===== src/rtl/rom_arb_pkg.sv =====
// Shared constants and types for the two-port ROM read arbiter.
package rom_arb_pkg;

  localparam int unsigned NumRomPorts = 2;
  localparam int unsigned PortIfetch  = 0;
  localparam int unsigned PortLoad    = 1;

  typedef logic [0:0] rom_port_t;

endpackage : rom_arb_pkg


===== src/rtl/rom_port_arbiter_if.sv =====
// Request/response and ROM-side signals of the ROM port arbiter.
interface rom_port_arbiter_if
  import rom_arb_pkg::*;
#(
  parameter int unsigned AddrWidth = 32,
  parameter int unsigned DataWidth = 32
);

  logic [NumRomPorts-1:0]           req_valid_i;
  logic [NumRomPorts-1:0]           req_ready_o;
  logic [NumRomPorts*AddrWidth-1:0] req_addr_i;
  logic [NumRomPorts-1:0]           resp_valid_o;
  logic [NumRomPorts-1:0]           resp_ready_i;
  logic [NumRomPorts*DataWidth-1:0] resp_data_o;
  logic [NumRomPorts-1:0]           resp_err_o;
  logic [AddrWidth-1:0]             rom_raddr_o;
  logic [DataWidth-1:0]             rom_rdata_i;

  // Arbiter side.
  modport slave (
    input  req_valid_i, req_addr_i, resp_ready_i, rom_rdata_i,
    output req_ready_o, resp_valid_o, resp_data_o, resp_err_o, rom_raddr_o
  );

  // Requester / ROM side.
  modport master (
    output req_valid_i, req_addr_i, resp_ready_i, rom_rdata_i,
    input  req_ready_o, resp_valid_o, resp_data_o, resp_err_o, rom_raddr_o
  );

endinterface : rom_port_arbiter_if


===== src/rtl/rr_arbiter2.sv =====
// Two-way round-robin arbiter; remembers the last granted port.
module rr_arbiter2
  import rom_arb_pkg::*;
(
  input  logic                   clk_i,
  input  logic                   rst_i,
  input  logic [NumRomPorts-1:0] eligible_i,
  output logic [NumRomPorts-1:0] grant_o,
  output rom_port_t              grant_idx_o
);

  rom_port_t rr_last_q, rr_last_d;

  // Tie goes to the port that did not win last; idle selects port 0.
  always_comb begin
    grant_idx_o = rom_port_t'(PortIfetch);
    grant_o     = '0;
    rr_last_d   = rr_last_q;
    if (eligible_i[PortIfetch] && eligible_i[PortLoad]) begin
      grant_idx_o = ~rr_last_q;
    end else if (eligible_i[PortLoad]) begin
      grant_idx_o = rom_port_t'(PortLoad);
    end
    if (|eligible_i) begin
      grant_o[grant_idx_o] = 1'b1;
      rr_last_d            = grant_idx_o;
    end
  end

  always_ff @(posedge clk_i) begin
    if (rst_i) begin
      rr_last_q <= rom_port_t'(PortLoad);
    end else begin
      rr_last_q <= rr_last_d;
    end
  end

endmodule : rr_arbiter2


===== src/rtl/rom_port_arbiter.sv =====
// Shares one combinational ROM read port between ifetch and load requesters,
// returning each lookup through a per-port response register one cycle later.
module rom_port_arbiter
  import rom_arb_pkg::*;
#(
  parameter int unsigned RomSizeBytes = 4096,
  parameter int unsigned AddrWidth    = 32,
  parameter int unsigned DataWidth    = 32
) (
  input  logic               clk_i,
  input  logic               rst_i,
  rom_port_arbiter_if.slave  bus
);

  localparam int unsigned OffsetWidth = $clog2(DataWidth / 8);
  localparam int unsigned RomAw       = $clog2(RomSizeBytes);

  if ((RomSizeBytes == 0) || ((RomSizeBytes & (RomSizeBytes - 1)) != 0)) begin : g_bad_size
    $fatal(1, "rom_port_arbiter: RomSizeBytes must be a non-zero power of two");
  end
  if ((DataWidth == 0) || ((DataWidth % 8) != 0)) begin : g_bad_data
    $fatal(1, "rom_port_arbiter: DataWidth must be a multiple of 8");
  end
  if (AddrWidth < RomAw) begin : g_bad_addr
    $fatal(1, "rom_port_arbiter: AddrWidth too narrow for RomSizeBytes");
  end

  logic [NumRomPorts-1:0] eligible_c;
  logic [NumRomPorts-1:0] grant_c;
  rom_port_t              grant_idx_c;
  logic [AddrWidth-1:0]   raddr_c;
  logic                   range_err_c;
  logic                   align_err_c;
  logic                   err_c;

  logic [NumRomPorts-1:0] resp_valid_q, resp_valid_d;
  logic [NumRomPorts-1:0] resp_err_q, resp_err_d;
  logic [DataWidth-1:0]   resp_data_q [NumRomPorts];
  logic [DataWidth-1:0]   resp_data_d [NumRomPorts];

  // A port may issue when its response slot is empty or draining this cycle.
  always_comb begin
    eligible_c = '0;
    for (int p = 0; p < NumRomPorts; p++) begin
      eligible_c[p] = !rst_i && bus.req_valid_i[p] &&
                      (!resp_valid_q[p] || bus.resp_ready_i[p]);
    end
  end

  rr_arbiter2 u_rr (
    .clk_i      (clk_i),
    .rst_i      (rst_i),
    .eligible_i (eligible_c),
    .grant_o    (grant_c),
    .grant_idx_o(grant_idx_c)
  );

  assign raddr_c = (grant_idx_c == rom_port_t'(PortLoad))
                 ? bus.req_addr_i[AddrWidth +: AddrWidth]
                 : bus.req_addr_i[0 +: AddrWidth];

  if (AddrWidth > RomAw) begin : g_range
    assign range_err_c = |raddr_c[AddrWidth-1:RomAw];
  end else begin : g_no_range
    assign range_err_c = 1'b0;
  end

  if (OffsetWidth > 0) begin : g_align
    assign align_err_c = |raddr_c[OffsetWidth-1:0];
  end else begin : g_no_align
    assign align_err_c = 1'b0;
  end

  assign err_c = range_err_c || align_err_c;

  // A new grant overwrites the slot; otherwise a handshake empties it.
  always_comb begin
    resp_valid_d = resp_valid_q;
    resp_err_d   = resp_err_q;
    for (int p = 0; p < NumRomPorts; p++) begin
      resp_data_d[p] = resp_data_q[p];
      if (grant_c[p]) begin
        resp_valid_d[p] = 1'b1;
        resp_err_d[p]   = err_c;
        resp_data_d[p]  = err_c ? '0 : bus.rom_rdata_i;
      end else if (bus.resp_ready_i[p]) begin
        resp_valid_d[p] = 1'b0;
      end
    end
  end

  always_ff @(posedge clk_i) begin
    if (rst_i) begin
      resp_valid_q <= '0;
      resp_err_q   <= '0;
      for (int p = 0; p < NumRomPorts; p++) begin
        resp_data_q[p] <= '0;
      end
    end else begin
      resp_valid_q <= resp_valid_d;
      resp_err_q   <= resp_err_d;
      for (int p = 0; p < NumRomPorts; p++) begin
        resp_data_q[p] <= resp_data_d[p];
      end
    end
  end

  assign bus.req_ready_o  = grant_c;
  assign bus.rom_raddr_o  = raddr_c;
  assign bus.resp_valid_o = resp_valid_q;
  assign bus.resp_err_o   = resp_err_q;
  assign bus.resp_data_o  = {resp_data_q[PortLoad], resp_data_q[PortIfetch]};

endmodule : rom_port_arbiter

===== src/flat_wrapper.sv =====
// flat-port wrapper written by rule: the top's interface ports become plain ports
module rom_port_arbiter_flat import rom_arb_pkg::*;
#(
  parameter int unsigned RomSizeBytes = 4096,
  parameter int unsigned AddrWidth    = 32,
  parameter int unsigned DataWidth    = 32
)
  (clk_i, rst_i, bus_req_valid_i, bus_req_addr_i, bus_resp_ready_i, bus_rom_rdata_i, bus_req_ready_o, bus_resp_valid_o, bus_resp_data_o, bus_resp_err_o, bus_rom_raddr_o);
  rom_port_arbiter_if #(.AddrWidth(AddrWidth), .DataWidth(DataWidth)) bus_i ();
  input  logic clk_i;
  input  logic rst_i;
  input wire logic [$bits(bus_i.req_valid_i)-1:0] bus_req_valid_i;
  input wire logic [$bits(bus_i.req_addr_i)-1:0] bus_req_addr_i;
  input wire logic [$bits(bus_i.resp_ready_i)-1:0] bus_resp_ready_i;
  input wire logic [$bits(bus_i.rom_rdata_i)-1:0] bus_rom_rdata_i;
  output wire logic [$bits(bus_i.req_ready_o)-1:0] bus_req_ready_o;
  output wire logic [$bits(bus_i.resp_valid_o)-1:0] bus_resp_valid_o;
  output wire logic [$bits(bus_i.resp_data_o)-1:0] bus_resp_data_o;
  output wire logic [$bits(bus_i.resp_err_o)-1:0] bus_resp_err_o;
  output wire logic [$bits(bus_i.rom_raddr_o)-1:0] bus_rom_raddr_o;
  assign bus_i.req_valid_i = bus_req_valid_i;
  assign bus_i.req_addr_i = bus_req_addr_i;
  assign bus_i.resp_ready_i = bus_resp_ready_i;
  assign bus_i.rom_rdata_i = bus_rom_rdata_i;
  assign bus_req_ready_o = bus_i.req_ready_o;
  assign bus_resp_valid_o = bus_i.resp_valid_o;
  assign bus_resp_data_o = bus_i.resp_data_o;
  assign bus_resp_err_o = bus_i.resp_err_o;
  assign bus_rom_raddr_o = bus_i.rom_raddr_o;
  rom_port_arbiter #(.RomSizeBytes(RomSizeBytes), .AddrWidth(AddrWidth), .DataWidth(DataWidth)) u_core (.clk_i(clk_i), .rst_i(rst_i), .bus(bus_i));
endmodule

===== config.mk =====
export PLATFORM = sky130hd
export DESIGN_NAME = rom_port_arbiter_flat
export DESIGN_NICKNAME = d
export VERILOG_FILES = /design/src/rtl/rom_arb_pkg.sv /design/src/rtl/rom_port_arbiter_if.sv /design/src/rtl/rr_arbiter2.sv /design/src/rtl/rom_port_arbiter.sv /design/src/flat_wrapper.sv
export SDC_FILE = /design/constraint.sdc
export NUM_CORES = 1
export LEC_CHECK = 0
export BUFFER_PORTS_ARGS = -buffer_cell sky130_fd_sc_hd__buf_2
export CAP_MARGIN = 10
export CORE_ASPECT_RATIO = 1.2
export CORE_UTILIZATION = 25
export DETAILED_ROUTE_END_ITERATION = 8
export PLACE_DENSITY = 0.6
export SYNTH_ARGS = -nofsm -noshare
export SYNTH_HDL_FRONTEND = slang
export SYNTH_SLANG_ARGS = --single-unit
export TNS_END_PERCENT = 30

===== constraint.sdc =====
create_clock -name clk_i -period 3.46 [get_ports clk_i]
set_input_delay 0.346 -clock clk_i [delete_from_list [all_inputs] [get_ports clk_i]]
set_output_delay 0.346 -clock clk_i [all_outputs]
set_load 0.02 [all_outputs]

==> summary.md, run 1 <==
| Metric | Value |
|---|---|
| Antenna Nets Post-Route | 0 |
| Placed insts | slightly above 700 |
| Drc violations | 0 |
| Setup bufs post-CTS | 0 |
| Synth area leader | dfxtp_1 |
| Slew headroom | 25.2% |
| Post-synth ARST share | 0% |
| Die X | 107 um |
| Status | finished clean |
| Place WS | 1.00 ns |
| Fin util | between 30% and 40% |
| Non-Filler Instances | around 720 |
| CP max stage delay | 0.84 ns |
| CTS buffer count | 9 |
| Final TNS setup | 0 ns |
| CP Depth | 5 |
| Slew of the pin with the lowest slew margin | 1.12 ns |
| Row cnt | between 40 and 50 |
| Routed WL | 11.5 mm |
| Setup Viol. Count Final | 0 |
| Kind of critical path | flip-flop to primary output |
| Die Footprint | 13700 um^2 |
| Initial DRC Count | 133 |
| Area grow syn2layout | 41.9% |
| Number of global-route vias before repair | 3522 |
| Pre-antenna DRT Iters | 4 |
| Global Route Usage Sum | 16.8% |
| CTS tree | done |
| Hold buffer count at CTS | 0 |
| IO Port Bufs | a little over 200 |
| Worst Hold Depth | 2 |
| CP Buf/Inv Count | 2 |
| Starting Density | 25.9% |
| Largest net degree at the start of global routing | 37 |
| Vias | ~3500 |
| Critical path's top delay family | simple AND/OR/NAND/NOR gates |
| Most common cell in the netlist | nand2_1 |
| Critical-path maximum fanout | 35 |
| Synth warnings | 0 |
| Final #Nets | 656 |
| Worst hold path class | primary input to flip-flop |
| Design Power | 1.92 mW |
| RSZ-0062 raised after global routing | no |
| Placed Area | 4430 um^2 |
| Clock slew seen by the registers of the worst setup and hold paths | 0.06 ns |
| CTS Buffer Depth | 2 |
| Final Worst Setup Slack | between 0.8 and 0.9 ns |
| HPWL after detailed placement | between 8 and 9 mm |
| Clk_lat worst skew | 0.33 ns |
| Fmax | 388 MHz |
| Area fraction of the dominant cell type after synthesis | 41.7% |
| Worst setup EP type | primary output |
| Die Y | about 130 um |
| Post-synthesis cell count | 366 |
| Reg2Reg Depth | 7 |
| Share of cells above drive strength 1 | a little under half |
| Pins Over Slew Limit | 0 |
| Hold Fails Final Rpt | 0 |
| Antenna violations before repair | 1 |
| Global-route wire length before repair | 17.7 mm |
| Setup Skew | 0.00391 ns |
| Max-Cap Viols | 0 |
| Distinct cells, synth | 28 |
| Sequential-to-total area share from yosys stat | 41.7% |
| Power per Cell Area | 409 nW/um^2 |
| CTS Sinks | ~70 |
| Syn nets | approximately 470 |
| Avg Cell Area, Syn | 9.05 um^2 |
| Pleak | 2.54 nW |
| Root Driver | clkbuf_16 |
| Placer's final routability congestion estimate | 0.891 |
| Core box area | 12800 um^2 |
| CTS H-tree depth | 3 |
| Design Area, Final | 4700 um^2 |
| Avg WL per Cell | 15.9 um |
| Worst path slowest cell | or3_2 |
| CP cell instances | nor2b_1 -> nor3_2 -> or3_2 -> inv_1 -> buf_2 |
| Top cells by count, synth | 101 x nand2_1, 69 x dfxtp_1, 34 x inv_1 |
| Final hold slack | 0.239 ns |
| Crit path DAT | approximately 2.2 ns |
| Critical Path RT | 3.11 ns |
| Post-CTS sizing | 0 |
| Main flop type after synthesis | dfxtp_1 |
| Period minus WS final | 2.58 ns |
| Synth area leaders | dfxtp_1 42%, o41ai_2 15%, nand2_1 11% |
| Post-Synthesis Cell Area | 3310 um^2 |
| VDD IR max | 0.248 mV |
| Vias per inst | 4.80 |
| Io pins | 204 |
| Fin crit share | between 70% and 80% |
| Number of synthesized flops with an enable pin | 0 |
| Register bit total from synthesis | 69 |
| Grt ovf | 0 |
| Crit path launch type | flip-flop |
==> layout make-up <==
| class | instances | area (um^2) |
|---|---|---|
| Antenna cell | 1 | 2.50 |
| Tap cell | 164 | 205 |
| Timing Repair Buffer | 209 | 1060 |
| Clock buffer | 12 | 246 |
| Clock inverter | 4 | 23.8 |
| Inverter | 36 | 135 |
| Multi-Input combinational cell | 229 | 1640 |
| Fill cell | 1289 | 8080 |
| Sequential cell | 69 | 1380 |
==> per-layer routing <==
| layer | global-route usage, % | up-vias | routed length, um |
|---|---|---|---|
| li1 | - | 1684 | - |
| met1 | 17.2 | 1607 | 4350 |
| met2 | 32.1 | 167 | 6060 |
| met3 | 3.51 | 19 | 689 |
| met4 | 8.22 | 0 | 398 |
| met5 | 0 | - | 0 |
==> registers in the layout (all words and copies together), names as in the netlist <==
name and cells:
u_core.u_rr.rr_last_q 1, u_core.resp_data_q 64, u_core.bus.resp_err_o 2, u_core.bus.resp_valid_o 2
==> final timing paths <==
path / from / end / slack, ns
hold reg to reg: u_core.bus.resp_err_o[1] / u_core.bus.resp_err_o[1] / 0.46
setup reg to reg: u_core.bus.resp_valid_o[1] / u_core.resp_data_q[0][61] / 1.19
setup / recovery: u_core.bus.resp_valid_o[1] / bus_req_ready_o[0] / 0.88
hold / removal: bus_rom_rdata_i[24] / u_core.resp_data_q[0][56] / 0.24
==> report_power, final <==
part / internal (mW) / switching [mW]
sequential: 0.800 / 0.00283
combinational: 0.0974 / 0.191
clock: 0.502 / 0.327
total: 1.40 / 0.521
==> cells in the final DEF (no fill, tap or decap), drive strengths merged, types with 4 or more instances in the layout <==
master | synthesis | layout
nor4 | 10 | 10
buf | 17 | 209
dfxtp | 69 | 69
clkbuf | 15 | 12
o211ai | 32 | 32
a22o | 32 | 32
clkinv | 2 | 6
nor2 | 4 | 4
inv | 34 | 34
o41ai | 32 | 32
nand2 | 101 | 101
==> logic make-up after synthesis <==
| family | count (synthesis) | share of synthesized area, % |
|---|---|---|
| multiplexers | 2 | 0.907 |
| AND/OR/NAND/NOR | 124 | 15.8 |
| AO/OA/AOI/OAI | 103 | 32.5 |
| flip-flops | 69 | 41.7 |
| buffers and inverters | 68 | 9.11 |
No activity file was read; power rests on OpenSTA's default activity.
==> run 2, diff against run 1 <==
- PLACE_DENSITY: 0.6 -> 0.62
- clock period: 3.46 -> 2.1 ns (I/O delays scaled with it)
==> run 2 against run 1 <==
Count of clock-buffer cells in the layout shrank 2. Register-to-register slack got worse by 1.0 ns. Via count is 1.6% higher. Non-clock buffer count grew 16. Critical path type unchanged. Critical path depth up 1. Clock skew is 0.0028 ns higher.
==> summary.md, run 2 (synthesized netlist as in run 1, its figures left out) <==
| Metric | Value |
|---|---|
| Psw | 881 uW (was 521 uW) |
| Final TNS setup | 0 ns (unchanged) |
| Hold Fails Final Rpt | 0 (unchanged) |
| Row cnt | 45 (unchanged) |
| Hold buffer count at CTS | 0 (unchanged) |
| Initial DRC Count | 130 (was 133) |
| Slew headroom | 72.3% (was 25.2%) |
| Internal | 2.41 mW (was 1.40 mW) |
| Largest net degree at the start of global routing | 36 (was 37) |
| Global Route Usage Sum | 16.9% (was 16.8%) |
| Max FFs per register | 64 (unchanged) |
| Vias | 3532 (was 3477) |
| Place WS | 0.0561 ns (was 1.00 ns) |
| Crit path launch type | flip-flop (unchanged) |
| Pins Over Slew Limit | 0 (unchanged) |
| Core box area | 12800 um^2 (unchanged) |
| CTS buffer count | 9 (unchanged) |
| Power per Cell Area | 665 nW/um^2 (was 409 nW/um^2) |
| Most frequent cells in the layout | 201 x buf_2, 101 x nand2_1, 68 x dfxtp_1, 34 x inv_1 (was 203 x buf_2, 101 x nand2_1, 69 x dfxtp_1, 34 x inv_1) |
| Final #Nets | 672 (was 656) |
| IO Port Bufs | 203 (unchanged) |
| Design Area, Final | 4950 um^2 (was 4700 um^2) |
| Worst path slowest cell | or3_2 (unchanged) |
| CTS tree | done (unchanged) |
| Placer's final routability congestion estimate | 0.878 (was 0.891) |
| Worst hold path class | primary input to flip-flop (unchanged) |
| Grt ovf | 0 (unchanged) |
| CP max stage delay | 0.44 ns (was 0.84 ns) |
| Pleak | 2.67 nW (was 2.54 nW) |
| Status | finished clean (unchanged) |
| Clock network power share | 44.4% (was 43.2%) |
| Clock slew seen by the registers of the worst setup and hold paths | 0.06 ns (about the same) |
| Period minus WS final | 1.99 ns |
| Share of cells above drive strength 1 | 48.8% (was 46.5%) |
| Fin crit share | 94.9% |
| Critical path's top delay family | simple AND/OR/NAND/NOR gates (unchanged) |
| Slew of the pin with the lowest slew margin | 0.412 ns (was 1.12 ns) |
| CP cell instances | nor2b_4 -> nor3_2 -> or3_2 -> buf_8 -> inv_1 -> buf_2 (was nor2b_1 -> nor3_2 -> or3_2 -> inv_1 -> buf_2) |
| Die Footprint | 13700 um^2 (unchanged) |
| Setup Viol. Count Final | 0 (unchanged) |
| HPWL after detailed placement | 8.71 mm (was 8.37 mm) |
| RSZ-0062 raised after global routing | no (unchanged) |
| Reg2Reg Depth | 6 (was 7) |
| Antenna Nets Post-Route | 0 (unchanged) |
| Setup Skew | 0.00674 ns (was 0.00391 ns) |
| Root Driver | clkbuf_16 (unchanged) |
| Die Y | 128 um (unchanged) |
| Fillcell total | 1248 (was 1289) |
| CP Depth | 6 (was 5) |
| Antenna violations before repair | 0 (was 1) |
| Number of global-route vias before repair | 3538 (was 3522) |
| Critical Path RT | 1.89 ns (was 3.11 ns) |
| Area grow syn2layout | 49.6% (was 41.9%) |
| Most common cell after layout, fill and taps aside | buf_2 (unchanged) |
| Critical-path maximum fanout | 22 (was 35) |
| Starting Density | 25.9% (unchanged) |
| Non-Filler Instances | 738 (was 724) |
| Comb power frac | 15.5% (was 15.0%) |
| Crit path DAT | 1.78 ns (was 2.23 ns) |
| VDD IR max | 0.386 mV (was 0.248 mV) |
| Global-route wire length before repair | 17.7 mm (about the same) |
| Sequential Power Share | 40.2% (was 41.8%) |
| CTS Buffer Depth | 2 (unchanged) |
| FF+latch area | 1380 um^2 (about the same) |
| Area of the multi-input gates | 1660 um^2 (was 1640 um^2) |
| Clk_lat worst skew | 0.33 ns (about the same) |
| Max-Cap Viols | 0 (unchanged) |
| Pre-antenna DRT Iters | 4 (unchanged) |
| Drc violations | 0 (unchanged) |
| Number of diodes | 0 (was 1) |
| Worst setup EP type | primary output (unchanged) |
| Io pins | 204 (unchanged) |
| Fmax | 502 MHz |
| Die X | 107 um (unchanged) |
| CTS H-tree depth | 3 (unchanged) |
| Top reg by flops | u_core.resp_data_q (unchanged) |
| Vias per inst | 4.79 (was 4.80) |
| Kind of critical path | flip-flop to primary output (unchanged) |
| Switching part of the total | 26.7% (was 27.1%) |
| Avg WL per Cell | 15.9 um (about the same) |
| Routed WL | 11.7 mm (was 11.5 mm) |
| CP Buf/Inv Count | 3 (was 2) |
| CTS Sinks | 69 (unchanged) |
| Final Worst Setup Slack | 0.108 ns (was 0.880 ns) |
| Placed insts | 720 (was 707) |
| Worst Hold Depth | 2 (unchanged) |
| Placed Area | 4600 um^2 (was 4430 um^2) |
| Design Power | 3.29 mW (was 1.92 mW) |
## run 2: cell types whose count changed in the layout (fill, tap and decap cells not counted), sizes merged
cell and delta:
buf +15, clkinv -2, diode -1, clkinvlp +1
bufinv +1, clkbuf -1, inv +1
## run 2: worst reg2reg max path, delay by kind of cell, from the launching register on
kind	cells	cell delay, ns
AND/OR/NAND/NOR	1	0.07
multiplexers	1	0.33
AO/OA/AOI/OAI	2	0.75
buffers and inverters	2	0.35
flip-flops	1	0.35
## run 2: final cells by class
type                            instances  share of cell area, %
Inverter                               36                   2.73
Clock inverter                          5                   1.06
Sequential cell                        69                   27.9
Multi-Input combinational cell        229                   33.5
Timing Repair Buffer                  225                   26.0
Tap cell                              164                   4.14
Clock buffer                           10                   4.62
## run 2: final timing paths
kind	from	end	slack, ns
hold reg to reg	u_core.bus.resp_err_o[1]	u_core.bus.resp_err_o[1]	0.47
setup reg to reg	u_core.bus.resp_valid_o[0]	u_core.resp_data_q[0][2]	0.15
setup / recovery	u_core.bus.resp_valid_o[1]	bus_req_ready_o[0]	0.11
hold / removal	bus_rom_rdata_i[11]	u_core.resp_data_q[0][43]	0.10
## run 2: power groups by stage
stage	clock network, mW	logic, mW	registers (mW)
2_1_floorplan	0	0.241	1.36
3_3_place_gp	0	0.483	1.35
3_5_place_dp	0	0.491	1.35
4_1_cts	1.50	0.499	1.32
5_1_grt	1.56	0.554	1.32
6_report	1.46	0.509	1.32
## run 2: timing repair
action | in CTS | in global routing
pin swaps | 1 | 1
buffers inserted | 2 | 0
cloned | 0 | 1
hold endpoints to repair | 0 | 0
setup endpoints to repair | 31 | 9
gates resized for setup | 3 | 9
## run 2: routing by layer
metal  GRT usage, %  share of wire [%]
met5              0                  0
met4           6.20                1.5
met3           3.36                6.2
met2           32.6                 54
met1           18.0                 39
## run 2: metrics by stage
stage | utilization, % | hold slack [ns]
floorplan | - | 0.279
CTS | 38.4 | 0.0913
global route | 38.7 | 0.104
detailed placement | 36.0 | 0.438
global placement | 36.0 | 0.438
finish | 38.7 | 0.103
